$ cat config.mk
export PLATFORM = sky130hd
export DESIGN_NAME = tsp_result_display
export DESIGN_NICKNAME = d
export VERILOG_FILES = /design/src/rtl/tsp_disp_pkg.sv /design/src/rtl/seg7_decoder.sv /design/src/rtl/tsp_result_display.sv
export SDC_FILE = /design/constraint.sdc
export NUM_CORES = 1
export LEC_CHECK = 0
export CAP_MARGIN = 20
export CORE_MARGIN = 3
export CORE_UTILIZATION = 56
export DETAILED_ROUTE_END_ITERATION = 12
export GPL_TIMING_DRIVEN = 0
export PLACE_DENSITY = 0.81
export SLEW_MARGIN = 10
export SYNTH_ARGS = -nofsm -noshare
export SYNTH_HDL_FRONTEND = slang
export SYNTH_SLANG_ARGS = --single-unit
$ cat constraint.sdc
create_clock -name clk -period 3.2 [get_ports clk]
set_input_delay 0.32 -clock clk [delete_from_list [all_inputs] [get_ports clk]]
set_output_delay 0.32 -clock clk [all_outputs]
set_load 0.1 [all_outputs]
$ cat src/rtl/tsp_disp_pkg.sv
// Shared types and constants for the TSP result display block.
// Holds the FSM state type, the segment constants and the 7-segment lookup.
package tsp_disp_pkg;

  typedef enum logic [1:0] {
    IDLE    = 2'd0,
    CONVERT = 2'd1,
    UPDATE  = 2'd2
  } state_t;

  localparam logic [6:0]  SEG_BLANK = 7'h7F;
  localparam logic [6:0]  SEG_DASH  = 7'h3F;
  localparam int unsigned MAX_DISP  = 999999;

  // Active-low segment pattern {g,f,e,d,c,b,a} for one BCD digit.
  function automatic logic [6:0] seg_of(input logic [3:0] nibble);
    logic [6:0] seg;
    case (nibble)
      4'd0:    seg = 7'h40;
      4'd1:    seg = 7'h79;
      4'd2:    seg = 7'h24;
      4'd3:    seg = 7'h30;
      4'd4:    seg = 7'h19;
      4'd5:    seg = 7'h12;
      4'd6:    seg = 7'h02;
      4'd7:    seg = 7'h78;
      4'd8:    seg = 7'h00;
      4'd9:    seg = 7'h10;
      default: seg = SEG_BLANK;
    endcase
    return seg;
  endfunction

endpackage

$ cat src/rtl/seg7_decoder.sv
// Pure combinational BCD nibble to active-low 7-segment lookup.
module seg7_decoder
  import tsp_disp_pkg::*;
(
  input  logic [3:0] nibble,
  output logic [6:0] seg
);

  assign seg = seg_of(nibble);

endmodule

$ cat src/rtl/tsp_result_display.sv
// TSP result display: accepts a binary best-tour cost, converts it to BCD with
// a sequential double-dabble and drives six active-low seven-segment digits
// plus four status LEDs.
// Optional build macro LEADING_ZERO_BLANK_EN blanks digits above the most
// significant non-zero digit (HEX0 is always shown).
module tsp_result_display
  import tsp_disp_pkg::*;
#(
  parameter int COST_W = 20,
  parameter int DIGITS = 6
) (
  input  logic              clk,
  input  logic              rst,
  input  logic              in_valid,
  output logic              in_ready,
  input  logic [COST_W-1:0] cost_data,
  input  logic              solver_done,
  output logic [6:0]        HEX0,
  output logic [6:0]        HEX1,
  output logic [6:0]        HEX2,
  output logic [6:0]        HEX3,
  output logic [6:0]        HEX4,
  output logic [6:0]        HEX5,
  output logic [3:0]        LEDR
);

  localparam int BCD_W = 4 * DIGITS;
  localparam int CNT_W = $clog2(COST_W + 1);

  state_t             state_q, state_d;
  logic [COST_W-1:0]  bin_q, bin_d;
  logic [BCD_W-1:0]   bcd_q, bcd_d, bcd_adj;
  logic [CNT_W-1:0]   cnt_q, cnt_d;
  logic               ovf_q, ovf_d;          // overflow of the conversion in flight
  logic               shown_ovf_q, shown_ovf_d;
  logic               tog_q, tog_d;
  logic               done_q, done_d;
  logic [6:0]         hex_q [DIGITS];
  logic [6:0]         hex_d [DIGITS];
  logic [6:0]         seg_w [DIGITS];

  // Per-digit decoder on the BCD register and the add-3 correction step.
  for (genvar gi = 0; gi < DIGITS; gi++) begin : g_digit
    seg7_decoder u_dec (
      .nibble (bcd_q[4*gi +: 4]),
      .seg    (seg_w[gi])
    );
    assign bcd_adj[4*gi +: 4] = (bcd_q[4*gi +: 4] >= 4'd5) ? bcd_q[4*gi +: 4] + 4'd3
                                                            : bcd_q[4*gi +: 4];
  end

`ifdef LEADING_ZERO_BLANK_EN
  // A digit is blanked when it and every digit above it are zero.
  logic [DIGITS-1:0] lead_blank;
  assign lead_blank[0] = 1'b0;
  for (genvar gi = 1; gi < DIGITS; gi++) begin : g_blank
    assign lead_blank[gi] = ~|bcd_q[BCD_W-1:4*gi];
  end
`endif

  // Next-state, datapath and handshake logic for the IDLE/CONVERT/UPDATE FSM.
  always_comb begin
    state_d     = state_q;
    bin_d       = bin_q;
    bcd_d       = bcd_q;
    cnt_d       = cnt_q;
    ovf_d       = ovf_q;
    shown_ovf_d = shown_ovf_q;
    tog_d       = tog_q;
    done_d      = solver_done;
    hex_d       = hex_q;
    in_ready    = 1'b0;
    unique case (state_q)
      IDLE: begin
        in_ready = 1'b1;
        if (in_valid) begin
          bin_d   = cost_data;
          bcd_d   = '0;
          cnt_d   = CNT_W'(COST_W);
          ovf_d   = (32'(cost_data) > MAX_DISP);
          state_d = CONVERT;
        end
      end
      CONVERT: begin
        bcd_d = {bcd_adj[BCD_W-2:0], bin_q[COST_W-1]};
        bin_d = {bin_q[COST_W-2:0], 1'b0};
        // A bit falling off the top BCD nibble means the value exceeds the
        // display; already covered by the compare, kept as a safety net.
        ovf_d = ovf_q | bcd_adj[BCD_W-1];
        cnt_d = cnt_q - 1'b1;
        if (cnt_q == CNT_W'(1)) state_d = UPDATE;
      end
      UPDATE: begin
        for (int i = 0; i < DIGITS; i++) begin
          if (ovf_q) begin
            hex_d[i] = SEG_DASH;
          end else begin
`ifdef LEADING_ZERO_BLANK_EN
            hex_d[i] = lead_blank[i] ? SEG_BLANK : seg_w[i];
`else
            hex_d[i] = seg_w[i];
`endif
          end
        end
        shown_ovf_d = ovf_q;
        tog_d       = ~tog_q;
        state_d     = IDLE;
      end
      default: state_d = IDLE;
    endcase
  end

  // State and datapath registers; reset blanks the display and aborts conversion.
  always_ff @(posedge clk or posedge rst) begin
    if (rst) begin
      state_q     <= IDLE;
      bin_q       <= '0;
      bcd_q       <= '0;
      cnt_q       <= '0;
      ovf_q       <= 1'b0;
      shown_ovf_q <= 1'b0;
      tog_q       <= 1'b0;
      done_q      <= 1'b0;
      for (int i = 0; i < DIGITS; i++) hex_q[i] <= SEG_BLANK;
    end else begin
      state_q     <= state_d;
      bin_q       <= bin_d;
      bcd_q       <= bcd_d;
      cnt_q       <= cnt_d;
      ovf_q       <= ovf_d;
      shown_ovf_q <= shown_ovf_d;
      tog_q       <= tog_d;
      done_q      <= done_d;
      hex_q       <= hex_d;
    end
  end

  assign HEX0 = hex_q[0];
  assign HEX1 = hex_q[1];
  assign HEX2 = hex_q[2];
  assign HEX3 = hex_q[3];
  assign HEX4 = hex_q[4];
  assign HEX5 = hex_q[5];
  assign LEDR = {done_q, tog_q, shown_ovf_q, (state_q != IDLE)};

endmodule

==> flow_metrics.env <==
export IMPL_max_slew_margin_pct=34.6
export IMPL_synth_async_sr_flop_share_pct=100
export IMPL_grt_pass1_vias=4430
export IMPL_worst_hold_slack_ns=0.381
export IMPL_tritoncts_num_sinks=97
export IMPL_cts_root_buf="clkbuf_8"
export IMPL_clk_transition_reported_paths_ns=0.10
export IMPL_crit_start="state_q[1]$_DFFE_PP0P_"
export IMPL_dominant_register_cell_in_the_synthesized_netlist="dfrtp_1"
export IMPL_synth_largest_area_cell="dfrtp_1"
export IMPL_place_ws_ns=0.762
export IMPL_antenna_found_initial=0
export IMPL_post_cts_hold_buffer_count=0
export IMPL_max_vdd_ir_drop_uv=817
export IMPL_report_power_total_mw=7.20
export IMPL_area_growth_synth_to_final_pct=20.3
export IMPL_post_cts_resize_count=0
export IMPL_grt_start_max_net_pins=59
export IMPL_ctsLongestPathBuffers=2
export IMPL_timing_final_ws_setup_ns=0.365
export IMPL_dieWidth_um=104
export IMPL_start_util_pct=59.3
export IMPL_postPlaceCellArea_um2=6210
export IMPL_core_area_um2=8980
export IMPL_outcome="complete, no violations"
export IMPL_grt_util_all_layers_pct=23.7
export IMPL_yosys_area_share_simple_pct=15.1
export IMPL_post_synth_num_cell_types=51
export IMPL_reg2reg_from="bcd_q[1]$_DFFE_PP0P_"
export IMPL_synth_compound_gate_area_share_pct=21.2
export IMPL_crit_required_ns=2.88
export IMPL_syn_cell_area_um2=5330
export IMPL_route_antenna_remaining_nets=0
export IMPL_place_detailed_hpwl_um=9160
export IMPL_worstSetupStartpointType="flop"
export IMPL_setup_worst_path_end_class="output port"
export IMPL_synth_area_leaders="dfrtp_1 (26%), dfstp_2 (21%), ha_1 (7.5%)"
export IMPL_actual_transition_at_the_worst_max_transition_pin_ns=0.978
export IMPL_drv_max_cap_violation_count=0
export IMPL_static_leakage_power_nw=2.73
export IMPL_vias=4473
export IMPL_die_area_um2=10700
export IMPL_cts_inserted_buffers=9
export IMPL_worst_setup_path_type="reg -> out"
export IMPL_yosysWarnings=0
export IMPL_clock_latency_ns=0.37
export IMPL_ys_seq_area_share_pct=46.6
export IMPL_finalWorstPathRequiredPeriod_ns=2.84
export IMPL_yosys_area_share_xor_xnor_pct=2.30
export IMPL_grt_first_pass_wirelength_um=21100
export IMPL_synth_seq_cells=97
export IMPL_boundaryPins=71
export IMPL_rsz0062_at_grt="false"
export IMPL_tritoncts="built"
export IMPL_post_synth_mux_area_share_pct=1.72
export IMPL_port_buffers=70
export IMPL_worstHoldStart="solver_done"
export IMPL_grt_ovfl_total=0
export IMPL_route_detailed_vias_per_inst=5.72
export IMPL_syn_mean_instance_area_um2=9.36
export IMPL_routabilityCongestion=0.907
export IMPL_drt_drc_violations_left=0
export IMPL_synthesis_nets=625
export IMPL_pins_over_slew_limit=0
export IMPL_layout_cell_area_non_filler_um2=6400
export IMPL_dominant_combinational_cell_family_by_area_after_synthesis="compound AO/OA/AOI/OAI gates"
export IMPL_synth_cells=569
export IMPL_skew_ns=0.0114
export IMPL_top_fanout_value_on_the_critical_path=10
export IMPL_netlist_area_leader_share_pct=25.8
export IMPL_die_h_um=104
export IMPL_ctsHtreeMaxLevel=3
export IMPL_final_nets=707
export IMPL_hold_class="in -> reg"
export IMPL_setup_viol_count_final=0
export IMPL_post_route_period_util_pct=88.6
export IMPL_antenna_cells_inserted=0
export IMPL_layout_commonest_cell="clkdlybuf4s50_1"
export IMPL_critical_path_arrival_ns=2.52
export IMPL_routed_wirelength_um=12500
export IMPL_synth_adder_area_share_pct=7.52
export IMPL_fin_setup_tns_ns=0
export IMPL_synth_edf_count=0
export IMPL_fill_cells=685
export IMPL_dr_first_iter_drc_count=322
export IMPL_row_count=34
export IMPL_commonest_non_fill_non_tap_cells_in_the_layout="clkdlybuf4s50_1 (70), nor2_1 (65), a21oi_1 (59)"
export IMPL_fmax_ghz=0.353
export IMPL_hold_violations=0
export IMPL_first_pass_iteration_count_of_the_detailed_router=5
export IMPL_route_detailed_wl_per_inst_um=16.0
export IMPL_power_density_nw_per_um2=1120
export IMPL_drive_gt1_share_pct=14.6
export IMPL_post_cts_setup_buffers=0
[critical path, cell delays in order, from the launching register on]
cell and delay (ns):
dfrtp_1 0.49, clkbuf_1 0.37, nor2_2 0.11, inv_1 0.07
clkdlybuf4s50_1 1.12
[through the flow]
step	util, %	instances
after floorplan	-	569
after global placement	68.9	765
after detailed placement	69.2	766
after CTS	71.3	782
after global routing	71.3	782
final	71.3	782
[path summary, 6_finish.rpt]
check | to | slack, ns | cells after the start
worst max-delay path | LEDR[0] | 0.36 | 4
worst min-delay path | done_q$_DFF_PP0_ | 0.38 | 1
worst max register to register | bcd_q[2]$_DFFE_PP0P_ | 1.35 | 6
worst min register to register | HEX3[6]$_DFFE_PP1N_ | 0.48 | 2
max in group asynchronous | HEX0[0]$_DFFE_PP1N_ | 2.03 | 3
min in group asynchronous | done_q$_DFF_PP0_ | 0.39 | 2
[kinds of logic after synthesis]
group	after synthesis
AO/OA/AOI/OAI	187
adder cells (fa/ha/maj)	32
multiplexers	9
flip-flops	97
buffers and inverters	65
XOR/XNOR	14
AND/OR/NAND/NOR	165
[cell usage after synthesis, drive strengths merged, types with 2 or more instances]
master	instances
nor2	66
a21oi	59
o21ai	58
dfrtp	55
nand2	50
dfstp	42
ha	32
inv	28
buf	27
o22a	22
o22ai	18
a22oi	14
xnor2	12
and3b	11
clkbuf	10
mux2i	8
nand2b	8
nor3	6
nor3b	6
o21bai	6
and3	4
nand3	4
nor2b	2
xor2	2
[layout make-up]
class | count | area (um2) | area share [%]
Timing Repair Buffer | 71 | 721 | 11.3
Inverter | 28 | 108 | 1.68
Multi-Input combinational cell | 407 | 2550 | 39.8
Buffer | 37 | 191 | 2.99
Tap cell | 126 | 158 | 2.46
Sequential cell | 97 | 2480 | 38.7
Clock inverter | 4 | 50.0 | 0.782
Clock buffer | 12 | 145 | 2.27
[sequential cells by signal, indices dropped and copies added, names as in the netlist]
| register | cells |
|---|---|
| cnt_q | 5 |
| HEX1 | 7 |
| bcd_q | 24 |
| HEX3 | 7 |
| done_q | 1 |
| tog_q | 1 |
| HEX0 | 7 |
| HEX4 | 7 |
| HEX5 | 7 |
| bin_q | 20 |
| state_q | 2 |
| HEX2 | 7 |
| ovf_q | 1 |
| shown_ovf_q | 1 |
[where the power goes]
group / switching, mW / leakage (nW) / internal, mW / total [mW]
clock network: 0.436 / 0.101 / 0.387 / 0.822
logic: 2.78 / 1.50 / 1.44 / 4.22
registers: 0.393 / 1.12 / 1.77 / 2.16
[per-layer routing]
metal / wire, um / vias up / global-route usage (%)
li1: - / 2148 / -
met1: 5260 / 2173 / 29.7
met2: 6450 / 139 / 43.4
met3: 640 / 13 / 2.43
met4: 182 / 0 / 7.41
met5: 0 / - / 0
Power figures use the tool's default switching activity.
